$ cat src/rtl/count_snapshot.sv
// -----------------------------------------------------------------------------
// count_snapshot
//
// Captures the two 64-bit counter values on a one-cycle trigger into a small
// snapshot FIFO. Each snapshot is then streamed out as four 32-bit words over
// a valid/ready handshake. Word order within a snapshot:
//   word 0 = cnt0[31:0], word 1 = cnt0[63:32],
//   word 2 = cnt1[31:0], word 3 = cnt1[63:32] (out_last high).
//
// Optional feature (compile-time macro COUNT_SNAPSHOT_DELTA_EN):
//   defined   : each stored entry is {cnt1 - p1, cnt0 - p0} mod 2^64, where
//               p0/p1 hold the raw counter values of the last accepted
//               snapshot (reset to 0, so the first entry is absolute).
//               Dropped triggers leave p0/p1 untouched.
//   undefined : absolute counter values are stored; p0/p1 do not exist.
//
// Ports:
//   clk        in   rising-edge clock
//   rst_n      in   asynchronous active-low reset (deassertion synchronized
//                   externally)
//   cnt0       in   64  counter 0 value
//   cnt1       in   64  counter 1 value
//   trig       in   snapshot request, sampled each rising edge
//   out_ready  in   downstream accepts the current word
//   out_valid  out  out_data holds a valid word
//   out_data   out  32  current word (driven from registered state only)
//   out_last   out  high with the 4th word of a snapshot
//   level      out  AW+1  occupied snapshot entries (0..DEPTH)
//   full       out  level == DEPTH
//   overflow   out  sticky: a trigger was dropped because the FIFO was full
//   drop_cnt   out  8  dropped triggers, saturating at 255
//   fsm_state  out  1  output FSM state (0 = IDLE, 1 = SEND), debug
//   word_idx   out  2  index of the word currently presented, debug
//
// Handshake: a word transfers on a rising edge where out_valid=1 and
// out_ready=1. Once out_valid is high it stays high, with out_data/out_last
// stable, until that transfer happens; out_valid never depends on out_ready.
// -----------------------------------------------------------------------------
module count_snapshot #(
    parameter int DEPTH = 4,
    parameter int AW    = 2
) (
    input  logic          clk,
    input  logic          rst_n,
    input  logic [63:0]   cnt0,
    input  logic [63:0]   cnt1,
    input  logic          trig,
    input  logic          out_ready,
    output logic          out_valid,
    output logic [31:0]   out_data,
    output logic          out_last,
    output logic [AW:0]   level,
    output logic          full,
    output logic          overflow,
    output logic [7:0]    drop_cnt,
    output logic [0:0]    fsm_state,
    output logic [1:0]    word_idx
);

    localparam logic [0:0]  ST_IDLE = 1'b0;
    localparam logic [0:0]  ST_SEND = 1'b1;
    localparam logic [AW:0] LVL_MAX = (AW + 1)'(DEPTH);

    // Snapshot storage: {cnt1, cnt0} per entry.
    logic [127:0]  mem [DEPTH];
    logic [AW-1:0] wr_ptr;
    logic [AW-1:0] rd_ptr;
    logic [AW:0]   level_nxt;
    logic [0:0]    state;
    logic [0:0]    state_nxt;
    logic [1:0]    widx;
    logic [127:0]  entry;
    logic [127:0]  head;

    logic push;
    logic drop;
    logic xfer;
    logic pop;

    // full is the registered value from before this edge, so a head frame
    // completing on the same edge never makes room for a trigger.
    assign push = trig & ~full;
    assign drop = trig & full;
    assign xfer = out_valid & out_ready;
    assign pop  = xfer & (widx == 2'd3);

    // -------------------------------------------------------------------------
    // Entry formation (absolute or delta)
    // -------------------------------------------------------------------------
`ifdef COUNT_SNAPSHOT_DELTA_EN
    logic [63:0] p0;
    logic [63:0] p1;

    always_ff @(posedge clk or negedge rst_n) begin
        if (!rst_n) begin
            p0 <= 64'd0;
            p1 <= 64'd0;
        end else if (push) begin
            p0 <= cnt0;
            p1 <= cnt1;
        end
    end

    assign entry = {cnt1 - p1, cnt0 - p0};
`else
    assign entry = {cnt1, cnt0};
`endif

    // -------------------------------------------------------------------------
    // FIFO storage. Not reset: contents are only observed through out_data,
    // which is forced to zero whenever no word is being presented.
    // A push never targets the head entry while it is being sent, because
    // SEND implies level >= 1 and push requires level < DEPTH.
    // -------------------------------------------------------------------------
    always_ff @(posedge clk) begin
        if (push) begin
            mem[wr_ptr] <= entry;
        end
    end

    // -------------------------------------------------------------------------
    // Occupancy. A partially sent head still counts until its 4th word goes.
    // -------------------------------------------------------------------------
    always_comb begin
        level_nxt = level;
        case ({push, pop})
            2'b10:   level_nxt = level + (AW + 1)'(1);
            2'b01:   level_nxt = level - (AW + 1)'(1);
            default: level_nxt = level;
        endcase
    end

    always_ff @(posedge clk or negedge rst_n) begin
        if (!rst_n) begin
            wr_ptr <= '0;
            rd_ptr <= '0;
            level  <= '0;
            full   <= 1'b0;
        end else begin
            // Pointers wrap naturally because DEPTH == 2**AW.
            if (push) begin
                wr_ptr <= wr_ptr + AW'(1);
            end
            if (pop) begin
                rd_ptr <= rd_ptr + AW'(1);
            end
            level <= level_nxt;
            full  <= (level_nxt == LVL_MAX);
        end
    end

    // -------------------------------------------------------------------------
    // Drop accounting (cleared only by reset)
    // -------------------------------------------------------------------------
    always_ff @(posedge clk or negedge rst_n) begin
        if (!rst_n) begin
            overflow <= 1'b0;
            drop_cnt <= 8'd0;
        end else if (drop) begin
            overflow <= 1'b1;
            if (drop_cnt != 8'hFF) begin
                drop_cnt <= drop_cnt + 8'd1;
            end
        end
    end

    // -------------------------------------------------------------------------
    // Output FSM
    // IDLE enters SEND one edge after level becomes non-zero, which gives the
    // one registered cycle of push-to-output latency. On the final word of a
    // frame the FSM stays in SEND if anything remains (including a same-edge
    // push), so back-to-back frames stream without a gap.
    // -------------------------------------------------------------------------
    always_comb begin
        state_nxt = state;
        case (state)
            ST_IDLE: begin
                if (level != '0) begin
                    state_nxt = ST_SEND;
                end
            end
            ST_SEND: begin
                if (pop && (level_nxt == '0)) begin
                    state_nxt = ST_IDLE;
                end
            end
            default: state_nxt = ST_IDLE;
        endcase
    end

    always_ff @(posedge clk or negedge rst_n) begin
        if (!rst_n) begin
            state <= ST_IDLE;
            widx  <= 2'd0;
        end else begin
            state <= state_nxt;
            if (xfer) begin
                // Wraps 3 -> 0 on the final word of the frame.
                widx <= widx + 2'd1;
            end
        end
    end

    // -------------------------------------------------------------------------
    // Output word select. Driven only from registered state (state, widx,
    // rd_ptr, mem), so there is no path from trig or cnt0/cnt1.
    // -------------------------------------------------------------------------
    assign head = mem[rd_ptr];

    always_comb begin
        out_data = 32'd0;
        if (state == ST_SEND) begin
            case (widx)
                2'd0:    out_data = head[31:0];
                2'd1:    out_data = head[63:32];
                2'd2:    out_data = head[95:64];
                default: out_data = head[127:96];
            endcase
        end
    end

    assign out_valid = (state == ST_SEND);
    assign out_last  = (state == ST_SEND) && (widx == 2'd3);
    assign fsm_state = state;
    assign word_idx  = widx;

endmodule

$ cat config.mk
export PLATFORM = sky130hd
export DESIGN_NAME = count_snapshot
export DESIGN_NICKNAME = d
export VERILOG_FILES = /design/src/rtl/count_snapshot.sv
export SDC_FILE = /design/constraint.sdc
export NUM_CORES = 1
export LEC_CHECK = 0
export BUFFER_PORTS_ARGS = -buffer_cell sky130_fd_sc_hd__buf_4
export CORE_MARGIN = 4
export CORE_UTILIZATION = 40
export DETAILED_ROUTE_END_ITERATION = 8
export GPL_TIMING_DRIVEN = 0
export PLACE_DENSITY_LB_ADDON = 0.3
export SLEW_MARGIN = 5
export SYNTH_ARGS = -nofsm -noshare
export SYNTH_HDL_FRONTEND = slang
export SYNTH_SLANG_ARGS = --single-unit
export TNS_END_PERCENT = 10
$ cat constraint.sdc
create_clock -name clk -period 13.4 [get_ports clk]
set_clock_uncertainty 0.05 [all_clocks]
set_input_delay 2.68 -clock clk [delete_from_list [all_inputs] [get_ports clk]]
set_output_delay 2.68 -clock clk [all_outputs]
set_load 0.02 [all_outputs]
== Word-level counts from Yosys, hierarchy flattened ==
Memories as Yosys holds them, arrays and structs flattened.
Index checks and enable logic that the tools add are counted.

* Add/sub/neg operators: 6
* Equal/unequal tests: 7
* Multiplexer cells: 8
* Bitwise operators: 6
* Reductions and logical operators: 6

{| class="wikitable"
|+ Operators by type and width
! operator !! count
|-
| $pmux W32 S3 || 1
|-
| $mux W32 || 1
|-
| $add A8 B1 Y8 const B || 1
|-
| $ne A8 B8 Y1 const B || 1
|-
| $add A2 B1 Y2 const B || 3
|-
| $eq A2 B2 Y1 const B || 3
|-
| $pmux W3 S2 || 1
|-
| $and A1 B1 Y1 || 4
|-
| $eq A2 B1 Y1 const B || 2
|-
| $mux W1 || 4
|-
| $add A3 B1 Y3 const B || 1
|-
| $eq A3 B3 Y1 const B || 1
|-
| $logic_not A3 Y1 || 1
|-
| $reduce_bool A3 Y1 || 1
|-
| $sub A3 B1 Y3 const B || 1
|-
| $logic_and A1 B1 Y1 || 2
|-
| $logic_not A2 Y1 || 1
|-
| $not A1 Y1 || 2
|-
| $pmux W1 S2 || 1
|-
| $reduce_and A2 Y1 || 1
|}

* Register bits: 20
* RAM bits: 512
* Word-level logic and storage cells: 42
* Memories kept: 1

{| class="wikitable"
|+ Memory list
! memory !! words !! bits a word !! rd ports !! clocked after memory_dff !! write ports !! line !! text
|-
| mem || 4 || 128 || 1 || 0 || 1 || 65 || <nowiki>logic [127:0] mem [DEPTH];</nowiki>
|}

== Longest topological paths before layout ==
* Word-level depth: 8
* Mapped depth: 9

== Worst setup path before layout ==
OpenSTA, ideal clock, no wires.

* Kind: input -> register
* Start point: in trig
* End point: mem mem[0][0], enable pin
* Setup time: 0.502 ns
* Data arrival time: 5.994 ns
* Slack: 6.854 ns
* Cell stages on the path: 3
* Buffers on the path: 1
* Path through: nor2b_1 -> clkbuf_1 -> and2_1

* Word-level cells in the longest chain between the ends: 3

{| class="wikitable"
|+ RTL lines
! item !! line !! text
|-
| start: declaration || 47 || <nowiki>input logic trig,</nowiki>
|-
| $and A1 B1 Y1 || 82 || <nowiki>assign push = trig & ~full;</nowiki>
|-
| $mux W1 || 116 || <nowiki>if (push) begin</nowiki>
|-
| $mux W1 (not written as such) || 117 || <nowiki>mem[wr_ptr] <= entry;</nowiki>
|-
| end: declaration || 65 ||
|}

No other way between the ends.

== Worst setup path in the final report ==
* Start point: reg widx[0] (netlist: word_idx[0])
* End point: out out_data[14]

* Word-level cells in the longest chain between the ends: 3
* Elaborated cells on any way between the ends: 5
* Those cells by class: eq/ne (2); mux (2); reduce/logical (1)

{| class="wikitable"
|+ RTL lines
! item !! line !! text
|-
| start: declaration || 71 || <nowiki>logic [1:0] widx;</nowiki>
|-
| start signal: assignment || 199 || <nowiki>widx <= widx + 2'd1;</nowiki>
|-
| $eq A2 B2 Y1, or another cell as far along || 213 || <nowiki>case (widx)</nowiki>
|-
| $pmux W32 S3 (*) || 213 ||
|-
| $mux W32 (*) || 212 || <nowiki>if (state == ST_SEND) begin</nowiki>
|-
| end: declaration || 50 || <nowiki>output logic [31:0] out_data,</nowiki>
|}

Mark *: on every way between the ends. The rest lies on a longest branch, timed or not.

==> impl_metrics.toml <==
[clock_tree]
numCtsBuffers = 55
clk_pin_slew_ns = 0.06
cts_tree = "yes"
cts_max_level = 2
cts_resized = 0
cts_setup_buffers = 0
clockBufferDepth = 3
cts_sinks = 532
cts_root_buffer = "clkbuf_16"
insertion_delay_ns = 0.60
hold_buffers = 0

[worst_setup_path]
path_cells = "inv_1, ha_1, clkbuf_1, and3b_1, clkbuf_1, buf_2, a211oi_1, a21oi_1, buf_4"
cp_slowest_cell = "dfrtp_1"
cp_data_required_time_ns = 10.67
worst-path-buf-inv = 5
critPathKind = "reg2out"
regToRegSetupSlack_ns = 10.61
critical_path.top_delay_family = "buffers and inverters"
endpoint_kind = "primary output"
worstPathArrival_ns = 3.18
path_max_fanout = 10
start_kind = "flip-flop"
critical_path.max_stage_delay_ns = 0.47
critical_path.most_common_cell = "clkbuf_1"

[timing]
max_freq_ghz = 0.169
min_period_over_period = 0.441
slew_violations = 0
setup_tns_ns = 0
setup_viol = 0
tightest_slew_ns = 0.897
rsz0062_at_grt = "no"
fin_crit_ns = 5.91
slew-limit-headroom = 0.402
hold_viol_final = 0

[route]
drtIter0Drc = 882
drtAntennaViolNets = 0
via_per_inst = 5.35
firstDrtPassIters = 5
wirelength_microns = 49900
wl_per_cell_microns = 24.4
vias = 10900
drc_errors = 0

[global_route]
antenna_found_initial = 8
overflow = 0
grt_usage = 0.177
grt_pass1_wl_microns = 73700
grt_max_degree = 55
grt_pass1_vias = 11400

[finish]
area_growth_pct = 19.6
drive_gt1_frac = 0.274
fin_nets = 1474
post-route-util = 0.488
fillers = 4234

[yosys]
ys_ff_latch = 532
ys_seq_area_frac = 0.769
synthArstFlopShare = 0.0376
synth_top_flop_cell = "edfxtp_1"
synth_warnings = 0
synth_edf_count = 512
netlist_area_sq_mm = 0.0206
synth.avg_cell_area_sq_um = 19.0
synth_nets = 1228
syn_inst = 1084
ys_types = 38

[power]
intPower_mw = 3.73
pwr-share-clk = 0.247
powerDensity_mw_per_mm2 = 229
leakagePower_nw = 8.51
p_sw_mw = 1.92
p_sw_frac = 0.340
ir_drop_uv = 120
pwr-share-comb = 0.356
power_frac_seq = 0.398

[run_status]
status = "finished clean"

[floorplanning]
io_pins = 182
die_area_sq_mm = 0.0553
rows = 82
core-area_sq_mm = 0.0506
chipWidth_microns = 235
die_h_microns = 235
initial_core_util = 0.408

[hold_path]
hold_path_class = "reg2reg"

[placement]
port_buffers = 181
place.gp.congestion = 0.747
hpwl_microns = 32000

[flow_run]
drv_cap = 0
[state kept, by name, indices dropped and copies added (netlist names)]
name       count
drop_cnt       8
fsm_state      1
full           1
level          3
mem          512
overflow       1
rd_ptr         2
word_idx       2
wr_ptr         2
[through the flow]
stage               area, sq um  setup WS (ns)  hold slack (ns)  power [mW]  instances
floorplan                 20600           6.85            0.530        3.52       1084
global placement          22800           4.07            0.407        4.32       1937
detailed placement        23100           8.14            0.431        4.32       1945
CTS                       24700           7.46            0.447        5.72       2043
global route              24700           7.35            0.482        5.92       2045
finish                    24700           7.49            0.431        5.65       2047
[power groups by stage]
stage | Combinational (mW) | Clock [mW] | Sequential (mW)
3_5_place_dp | 2.04 | 0 | 2.28
2_1_floorplan | 1.21 | 0 | 2.31
5_1_grt | 2.15 | 1.50 | 2.27
3_3_place_gp | 1.97 | 0 | 2.35
4_1_cts | 2.04 | 1.43 | 2.25
6_report | 2.01 | 1.39 | 2.24
[worst register-to-register path, stage by stage (launching register included)]
cell and delay (ns):
dfrtp_1 0.80, and3_1 0.26, clkbuf_1 0.30, ha_1 0.28, fa_1 0.43, mux2_2 0.30
nor3_1 0.25
[per-layer routing]
metal	wire (microns)	GRT usage
met2	24300	0.288
met4	1110	0.0456
met1	20700	0.240
met3	3730	0.0470
met5	69	0
[layout make-up]
type,instances,area (sq um),area share
diodes,4,10.0,0.000405
plain buffers,66,397,0.0161
clock buffers,70,1430,0.0580
clock inverters,28,186,0.00755
inverters,7,26.3,0.00106
multi-input cells,479,4350,0.176
flip-flops and latches,532,15900,0.643
well taps,672,841,0.0341
repair buffers,189,1570,0.0637
[cells in the mapped netlist, types with 20 or more instances]
cell type	n	area share
dfrtp_1	20	0.024
o21ai_0	87	0.021
buf_2	20	0.0049
a22oi_1	31	0.011
a211oi_1	25	0.0091
mux2i_1	94	0.046
clkbuf_1	26	0.0047
a21oi_1	32	0.0078
nand3_1	35	0.0085
nor2_1	33	0.0060
mux4_2	64	0.070
edfxtp_1	512	0.75
[kinds of logic (layout without fill, tap and decap cells)]
logic type,after synthesis,in the layout,share of synthesized area
flops,532,532,0.769
fa+ha+maj,12,12,0.00764
xor+xnor,14,14,0.00594
mux,161,161,0.117
compound gates,197,197,0.0578
buf+inv,73,360,0.0205
other cells,0,4,0
simple gates,95,95,0.0217
[worst paths after layout]
| kind | start | end | depth (start not counted) |
|---|---|---|---|
| min in group asynchronous | rst_n | fsm_state | 1 |
| hold / removal | overflow | overflow | 1 |
| setup / recovery | word_idx[0] | out_data[14] | 9 |
| hold reg to reg | overflow | overflow | 1 |
| max in group asynchronous | rst_n | level[1] | 1 |
| setup reg to reg | fsm_state | full | 6 |
[placed cells by master (no fill, tap or decap), types with 32 or more instances in the layout]
master	netlist	routed
edfxtp_1	512	512
buf_4	6	187
mux2i_1	94	94
o21ai_0	87	87
mux4_2	64	64
clkbuf_16	0	55
clkbuf_1	26	41
nand3_1	35	35
nor2_1	33	33
a21oi_1	32	32
Note: power is estimated with default switching activity, not from simulation.
